===== src/rtl/simon_ctrl.sv =====
// simon_ctrl: game controller for a "repeat the hex pattern" game.
// A round shows a random 3-digit target for SHOW_TICKS slow ticks, then
// collects three keypad digits, evaluates them and either advances the
// level (GOODBOY) or waits in FAIL for a restart.
//
// Event inputs: tick, start and strobe are single-cycle pulses with no
// back-pressure. A pulse is consumed in the cycle it is high or ignored;
// key is meaningful only in a cycle where strobe=1.
module simon_ctrl #(
  parameter int SHOW_TICKS = 4,
  parameter int HOLD_TICKS = 2
) (
  input  logic        clk,
  input  logic        nrst,
  input  logic        tick,
  input  logic        start,
  input  logic        strobe,
  input  logic [3:0]  key,
  input  logic [11:0] rnd,
  output logic [3:0]  state,
  output logic [11:0] idx,
  output logic [3:0]  count,
  output logic        lsb
);

  typedef enum logic [3:0] {
    S_RESET    = 4'd1,
    S_READY    = 4'd2,
    S_GAME     = 4'd3,
    S_EVALUATE = 4'd4,
    S_GOODBOY  = 4'd5,
    S_FAIL     = 4'd6
  } state_t;

  typedef enum logic {
    PH_SHOW  = 1'b0,
    PH_ENTRY = 1'b1
  } phase_t;

  // Tick counter is shared by the SHOW and GOODBOY waits.
  localparam int TMAX = (SHOW_TICKS > HOLD_TICKS) ? SHOW_TICKS : HOLD_TICKS;
  localparam int TW   = (TMAX < 1) ? 1 : $clog2(TMAX + 1);
  localparam logic [TW-1:0] SHOW_LAST = TW'(SHOW_TICKS - 1);
  localparam logic [TW-1:0] HOLD_LAST = TW'(HOLD_TICKS - 1);

  state_t        st_q, st_d;
  phase_t        ph_q, ph_d;
  logic [11:0]   target_q, target_d;
  logic [11:0]   entry_q, entry_d;
  logic [1:0]    digit_q, digit_d;
  logic [TW-1:0] tcnt_q, tcnt_d;
  logic [3:0]    count_q, count_d;
  logic [11:0]   idx_q, idx_d;
  logic          lsb_q, lsb_d;

  // State code and level go straight out of their registers.
  assign state = st_q;
  assign count = count_q;
  assign idx   = idx_q;
  assign lsb   = lsb_q;

  // State register and all datapath registers, including the display outputs.
  always_ff @(posedge clk or negedge nrst) begin
    if (!nrst) begin
      st_q     <= S_RESET;
      ph_q     <= PH_SHOW;
      target_q <= '0;
      entry_q  <= '0;
      digit_q  <= '0;
      tcnt_q   <= '0;
      count_q  <= 4'd1;
      idx_q    <= '0;
      lsb_q    <= 1'b0;
    end else begin
      st_q     <= st_d;
      ph_q     <= ph_d;
      target_q <= target_d;
      entry_q  <= entry_d;
      digit_q  <= digit_d;
      tcnt_q   <= tcnt_d;
      count_q  <= count_d;
      idx_q    <= idx_d;
      lsb_q    <= lsb_d;
    end
  end

  // Next-state logic; display outputs are derived from the next values so
  // they line up with the state code in the same cycle.
  always_comb begin
    st_d     = st_q;
    ph_d     = ph_q;
    target_d = target_q;
    entry_d  = entry_q;
    digit_d  = digit_q;
    tcnt_d   = tcnt_q;
    count_d  = count_q;

    case (st_q)
      S_RESET: begin
        st_d = S_READY;
      end
      S_READY: begin
        // start wins over any coinciding strobe here.
        if (start) begin
          target_d = rnd;
          entry_d  = '0;
          digit_d  = '0;
          tcnt_d   = '0;
          ph_d     = PH_SHOW;
          st_d     = S_GAME;
        end
      end
      S_GAME: begin
        if (ph_q == PH_SHOW) begin
          // Keypad is dead while the target is on display.
          if (tick) begin
            tcnt_d = tcnt_q + 1'b1;
            if (tcnt_q == SHOW_LAST) begin
              ph_d = PH_ENTRY;
            end
          end
        end else begin
          // Ticks do nothing during entry, so a coinciding strobe is kept.
          if (strobe) begin
            entry_d = {entry_q[7:0], key};
            digit_d = digit_q + 2'd1;
            if (digit_q == 2'd2) begin
              st_d = S_EVALUATE;
            end
          end
        end
      end
      S_EVALUATE: begin
        if (entry_q == target_q) begin
          st_d    = S_GOODBOY;
          tcnt_d  = '0;
          count_d = (count_q == 4'hF) ? 4'hF : count_q + 4'd1;
        end else begin
          st_d = S_FAIL;
        end
      end
      S_GOODBOY: begin
        if (tick) begin
          tcnt_d = tcnt_q + 1'b1;
          if (tcnt_q == HOLD_LAST) begin
            st_d = S_READY;
          end
        end
      end
      S_FAIL: begin
        // Restart drops back to level 1 but does not launch a round.
        if (start) begin
          count_d = 4'd1;
          st_d    = S_READY;
        end
      end
      default: begin
        st_d = S_RESET;
      end
    endcase
  end

  // Display decode from the next state: target while showing, entry while
  // typing and evaluating, blank otherwise; LED blinks only while showing.
  always_comb begin
    idx_d = '0;
    lsb_d = 1'b0;
    if (st_d == S_GAME && ph_d == PH_SHOW) begin
      idx_d = target_d;
      lsb_d = 1'b1;
    end else if (st_d == S_GAME || st_d == S_EVALUATE) begin
      idx_d = entry_d;
    end
  end

endmodule

===== config.mk =====
export PLATFORM = sky130hd
export DESIGN_NAME = simon_ctrl
export DESIGN_NICKNAME = d
export VERILOG_FILES = /design/src/rtl/simon_ctrl.sv
export SDC_FILE = /design/constraint.sdc
export NUM_CORES = 1
export LEC_CHECK = 0
export BUFFER_PORTS_ARGS = -buffer_cell sky130_fd_sc_hd__buf_2
export CORE_ASPECT_RATIO = 0.8
export CORE_MARGIN = 5
export CORE_UTILIZATION = 56
export DETAILED_ROUTE_END_ITERATION = 7
export PLACE_DENSITY = 0.79
export SLEW_MARGIN = 20
export SYNTH_ARGS = -nofsm -noshare
export SYNTH_HDL_FRONTEND = slang
export SYNTH_SLANG_ARGS = --single-unit

===== constraint.sdc =====
create_clock -name clk -period 2.43 [get_ports clk]
set_clock_uncertainty 0.2 [all_clocks]
set_input_delay 0.486 -clock clk [delete_from_list [all_inputs] [get_ports clk]]
set_output_delay 0.486 -clock clk [all_outputs]
set_load 0.02 [all_outputs]

; Word-level counts from Yosys, hierarchy flattened
; Index checks and enable logic that the tools add are counted.
[word_totals]
output_inout_bits = 21
latchBits = 0
elab_cells = 76
register_bits = 51
input_bits = 21
memories = 0
romBits = 0
ramBits = 0
[classes]
mux = 36
n_reduce_logical = 8
bitwise_logic = 1
magnitude_cmp = 0
eq_ne = 19
div = 0
multipliers = 0
shift = 0
add_sub_neg = 3
[op_table]
columns = op, n
row1 = 12-bit two-way mux, 7
row2 = 4-bit two-way mux, 10
row3 = 12-bit one-hot mux with 2 select lines, 1
row4 = 4-bit one-hot mux with 6 select lines, 1
row5 = "4-bit by 3-bit equality test with 1-bit output, second input constant", 4
row6 = 12-bit equality test, 1
row7 = "4-bit by 2-bit equality test with 1-bit output, second input constant", 3
row8 = 3-bit two-way mux, 4
row9 = "2-bit != test, second input constant", 6
row10 = 3-bit one-hot mux with 4 select lines, 1
row11 = 2-bit two-way mux, 4
row12 = 4-bit one-hot mux with 2 select lines, 1
row13 = 4-bit AND reduction, 2
row14 = 1-bit two-way mux, 5
row15 = "4-bit by 1-bit adder with 4-bit output, second input constant", 1
row16 = "4-bit by 1-bit equality test with 1-bit output, second input constant", 1
row17 = "4-bit equality test, second input constant", 1
row18 = 2-bit one-hot mux with 2 select lines, 1
row19 = 2-bit nonzero test, 2
row20 = 4-bit nonzero test, 1
row21 = "3-bit by 1-bit adder with 3-bit output, second input constant", 1
row22 = "3-bit by 1-bit equality test with 1-bit output, second input constant", 1
row23 = "3-bit by 2-bit equality test with 1-bit output, second input constant", 1
row24 = 3-bit AND reduction, 1
row25 = other kinds (6), 6

; Depth between registers and ports, before layout
[logic_depth]
word_depth = 9
mapped_depth = 8
depth_no_buf = 7

; Worst setup path before layout
; OpenSTA, ideal clock, no wires.
[synth_timing]
kind = register to register
start = register st_q[2] (netlist: state[2])
end = register idx_q[4] (netlist: idx[4])
period_less_slack_ns = 1.961
setup_time_ns = 0.141
t_required_ns = 2.089
arrival_ns = 1.620
stages_incl_launch_ff = 9
setup_slack_ns = 0.469
path_buffers = 3
cell_sequence = dfrtp_1 buf_6 nor3b_2 nand3b_1 buf_6 buf_8 mux2_4 nor2_2 a211oi_2
[synth_between]
word_cells_on_any_way = 24
classes_between = eq/ne: 8 / mux: 13 / bitwise: 1 / reduce/logical: 2
[synth_lines]
columns = item, line_no
row1 = start: declaration, 46  ; state_t st_q, st_d;
row2 = start signal: assignment, 75  ; st_q <= st_d;
row3 = 4-bit by 2-bit equality test with 1-bit output, 98  ; case (st_q)
row4 = 12-bit two-way mux, 98
row5 = named net target_d[4], 48  ; logic [11:0] target_q, target_d;
row6 = 12-bit two-way mux, 168  ; if (st_d == S_GAME && ph_d == PH_SHOW) begin
row7 = named net idx_d[4], 53  ; logic [11:0] idx_q, idx_d;
row8 = end signal: assignment, 82  ; idx_q <= idx_d;
row9 = end: declaration, 53
; The timed path passes the listed nets, and every way through them passes these cells.
; A chain may end at the register's enable or synchronous reset.

; Final worst setup path
[layout_timing]
start = register entry_q[2]
end = register tcnt_q[2]
[layout_between]
elab_chain_cells = 3
[layout_lines]
columns = item, line_no
row1 = start: declaration, 49  ; logic [11:0] entry_q, entry_d;
row2 = start signal: assignment, 78  ; entry_q <= entry_d;
row3 = 12-bit equality test, 134  ; if (entry_q == target_q) begin
row4 = 2-bit != test (no source line), n/a
row5 = 4-bit AND reduction (no source line), n/a
row6 = end signal: assignment, 80  ; tcnt_q <= tcnt_d;
row7 = end: declaration, 51  ; logic [TW-1:0] tcnt_q, tcnt_d;
; No other way between the ends.

==> results.yml <==
placement:
  dp_hpwl_um: 3870
  io_buffers: 41
  place.gp.congestion: 0.836
clocking:
  h-tree-depth: 2
  clock_latency_ps: 300
  cts_tree: "yes"
  cts_resized: 0
  cts_sinks: 51
  cts_buffer_depth: 2
  numCtsBuffers: 5
  cts_root_buf: "clkbuf_8"
  clkTransAtPathRegs_ps: 90
finish:
  drive_gt1_frac: 0.348
  num-fill-cells: 382
  diodes: 0
  area_growth_pct: 13.8
  fin_nets: 299
drt:
  wl_per_cell_um: 15.7
  vias: 1852
  drc: 0
  routed_wl_um: 5230
  viasPerCell: 5.56
  drt_iter0_markers: 125
  dr.pass1.iters: 4
  ant_nets: 0
synth:
  synthSimpleGateAreaFrac: 0.131
  synth_ff_type: "dfrtp_1"
  yosysTopAreaCell: "dfrtp_1"
  synth_top_area_frac: 0.479
  synthXorXnorAreaFrac: 0.0445
  synth_compound_area_frac: 0.163
  ys_ff_latch: 51
  syn_avg_cell_area_um2: 11.4
  synth-async-reset-ratio: 1.00
  syn_inst: 225
  synthMuxAreaShare: 0.0733
  synth_nets: 251
  synth_area_um2: 2560
  yosys-top-cells-area: "dfrtp_1 (48%), xor2_1 (4.4%), mux2_2 (4.4%)"
  synth_top_family_by_area: "compound AO/OA/AOI/OAI gates"
  synth_cell_type_count: 49
  yosys_warnings: 0
  seq_area_frac_synth: 0.500
  synthAdderAreaFrac: 0.0244
  synth-edff-count: 0
pwr:
  leakage_nw: 1.59
  power.density_nw_per_um2: 611
  power_mw: 1.78
  irDropWorstVdd_mv: 0.412
worst_hold_path:
  hp-class: "primary input to register"
  hp-start: "key[2]"
setup_path:
  crit_required_ps: 2410
  crit_path_start_kind: "register"
  crit_chain: "xor2_1 -> nor4_1 -> nand3_1 -> a21oi_2 -> mux2_2"
  crit_slowest_cell: "nor4_1"
  cp-end-kind: "register"
  criticalPathCategory: "register to register"
  r2r_start: "entry_q[2]"
  worstPathArrival_ps: 2140
  cpPeakStageDelay_ps: 430
  worst-path-max-fanout: 3
  cp-startpoint: "entry_q[2]"
global_routing:
  grt_max_degree: 24
  grt-ovfl-total: 0
  grt_pass1_wl_um: 8730
  track_usage: 0.184
  antenna_found_initial: 0
  grt_pass1_vias: 1812
sta:
  finalSetupViolations: 0
  slew_headroom: 0.307
  period_minus_slack_ps: 2150
  max_freq_mhz: 464
  worst_pin_slew_ps: 1030
  hold_viol: 0
  min_period_over_period: 0.886
  slew_viol_final: 0
  tns_ps: 0
  rsz0062_at_grt: "false"
floorplan:
  start_util: 0.567
  placeableCoreArea_um2: 4510
  rows: 22
  io_pins: 42
  dieWidth_um: 85.6
  die_area_um2: 6030
  die_h_um: 70.5
status:
  status: "finished clean"
job:
  maxCapViolations: 0
cell type report:
cell class              count  area [um^2]  area share
flip-flops and latches     51         1280       0.439
multi-input cells         147         1120       0.385
repair buffers             52          290      0.0997
clock buffers               6         82.6      0.0284
well taps                  60         75.1      0.0258
inverters                  16         60.1      0.0206
clock inverters             1         5.00     0.00172
cells by family after synthesis:
family | count (synthesis)
other | 1
flip-flops | 51
multiplexers | 15
XOR/XNOR | 13
adder cells (fa/ha/maj) | 5
buffers and inverters | 27
AND/OR/NAND/NOR | 60
AO/OA/AOI/OAI | 53
synthesized netlist by cell type (5+ instances only):
library cell	n
a211oi_1	9
mux2_4	5
inv_1	16
ha_1	5
nand2_1	7
nor2_1	17
xor2_1	13
o21ai_0	6
and3_1	14
nand3_1	6
dfrtp_1	49
a21oi_2	8
mux2_2	10
a21oi_1	8
critical path, delay by kind of cell (launching register included):
kind             cells  cell delay, ps
flip-flops           1             420
AND/OR/NAND/NOR      2             640
AO/OA/AOI/OAI        1             250
XOR/XNOR             1             170
multiplexers         1             360
worst paths after layout:
path	slack [ps]	cells after the start	to
max reg2reg	280	5	tcnt_q[2]
max in group asynchronous	840	3	count[0]
min	190	3	entry_q[2]
min in group asynchronous	500	2	idx[2]
max	280	5	tcnt_q[2]
min reg2reg	300	1	digit_q[0]
metal layers:
metal | up-vias | part of all wire | global-route usage
met2 | 49 | 0.46 | 0.286
li1 | 895 | - | -
met1 | 902 | 0.48 | 0.259
met4 | 0 | 0.011 | 0.0510
met5 | - | 0 | 0
met3 | 6 | 0.051 | 0.0413
state kept, by name, summed over array words and instances, names as in the netlist:
signal / flops
entry_q: 12
idx: 12
target_q: 12
count: 4
state: 4
tcnt_q: 3
digit_q: 2
lsb: 1
ph_q: 1
power breakdown:
part / switching (mW) / internal, mW / leakage [nW]
registers: 0.0648 / 0.925 / 0.673
logic: 0.157 / 0.150 / 0.874
clock network: 0.258 / 0.224 / 0.0470
placed cells by master (no fill, tap or decap), types with 2 or more instances in the layout:
master and instances:
a21oi_1 8, o21a_1 2, nand3b_1 2, nor3b_1 2
a21oi_2 8, nor4_1 3, nor2_1 17, nor3_1 2
mux2_4 5, dfrtp_1 49, and3_1 14, nand2_1 7
o21bai_1 2, buf_2 41, clkbuf_8 6, a211oi_2 4
inv_1 16, nand3_1 6, buf_4 10, o21ai_0 6
ha_1 5, dfstp_2 2, a211oi_1 9, xor2_1 13
mux2_2 10
timing repair:
action                                 in CTS  in global routing
hold buffers                                1                  0
buffers inserted                            0                  0
endpoints found under the hold margin      20                  0
per-stage QoR:
| step | worst slack [ps] | cell area, um^2 | utilization | std cells | hold WS, ps |
|---|---|---|---|---|---|
| 2_1_floorplan | 469 | 2560 | - | 225 | -9.59 |
| 3_3_place_gp | 307 | 2820 | 0.624 | 325 | 284 |
| 3_5_place_dp | 295 | 2820 | 0.624 | 325 | 291 |
| 4_1_cts | 278 | 2910 | 0.645 | 333 | 188 |
| 5_1_grt | 134 | 2910 | 0.645 | 333 | 197 |
| 6_report | 276 | 2910 | 0.645 | 333 | 191 |
No activity file was read; power rests on OpenSTA's default activity.
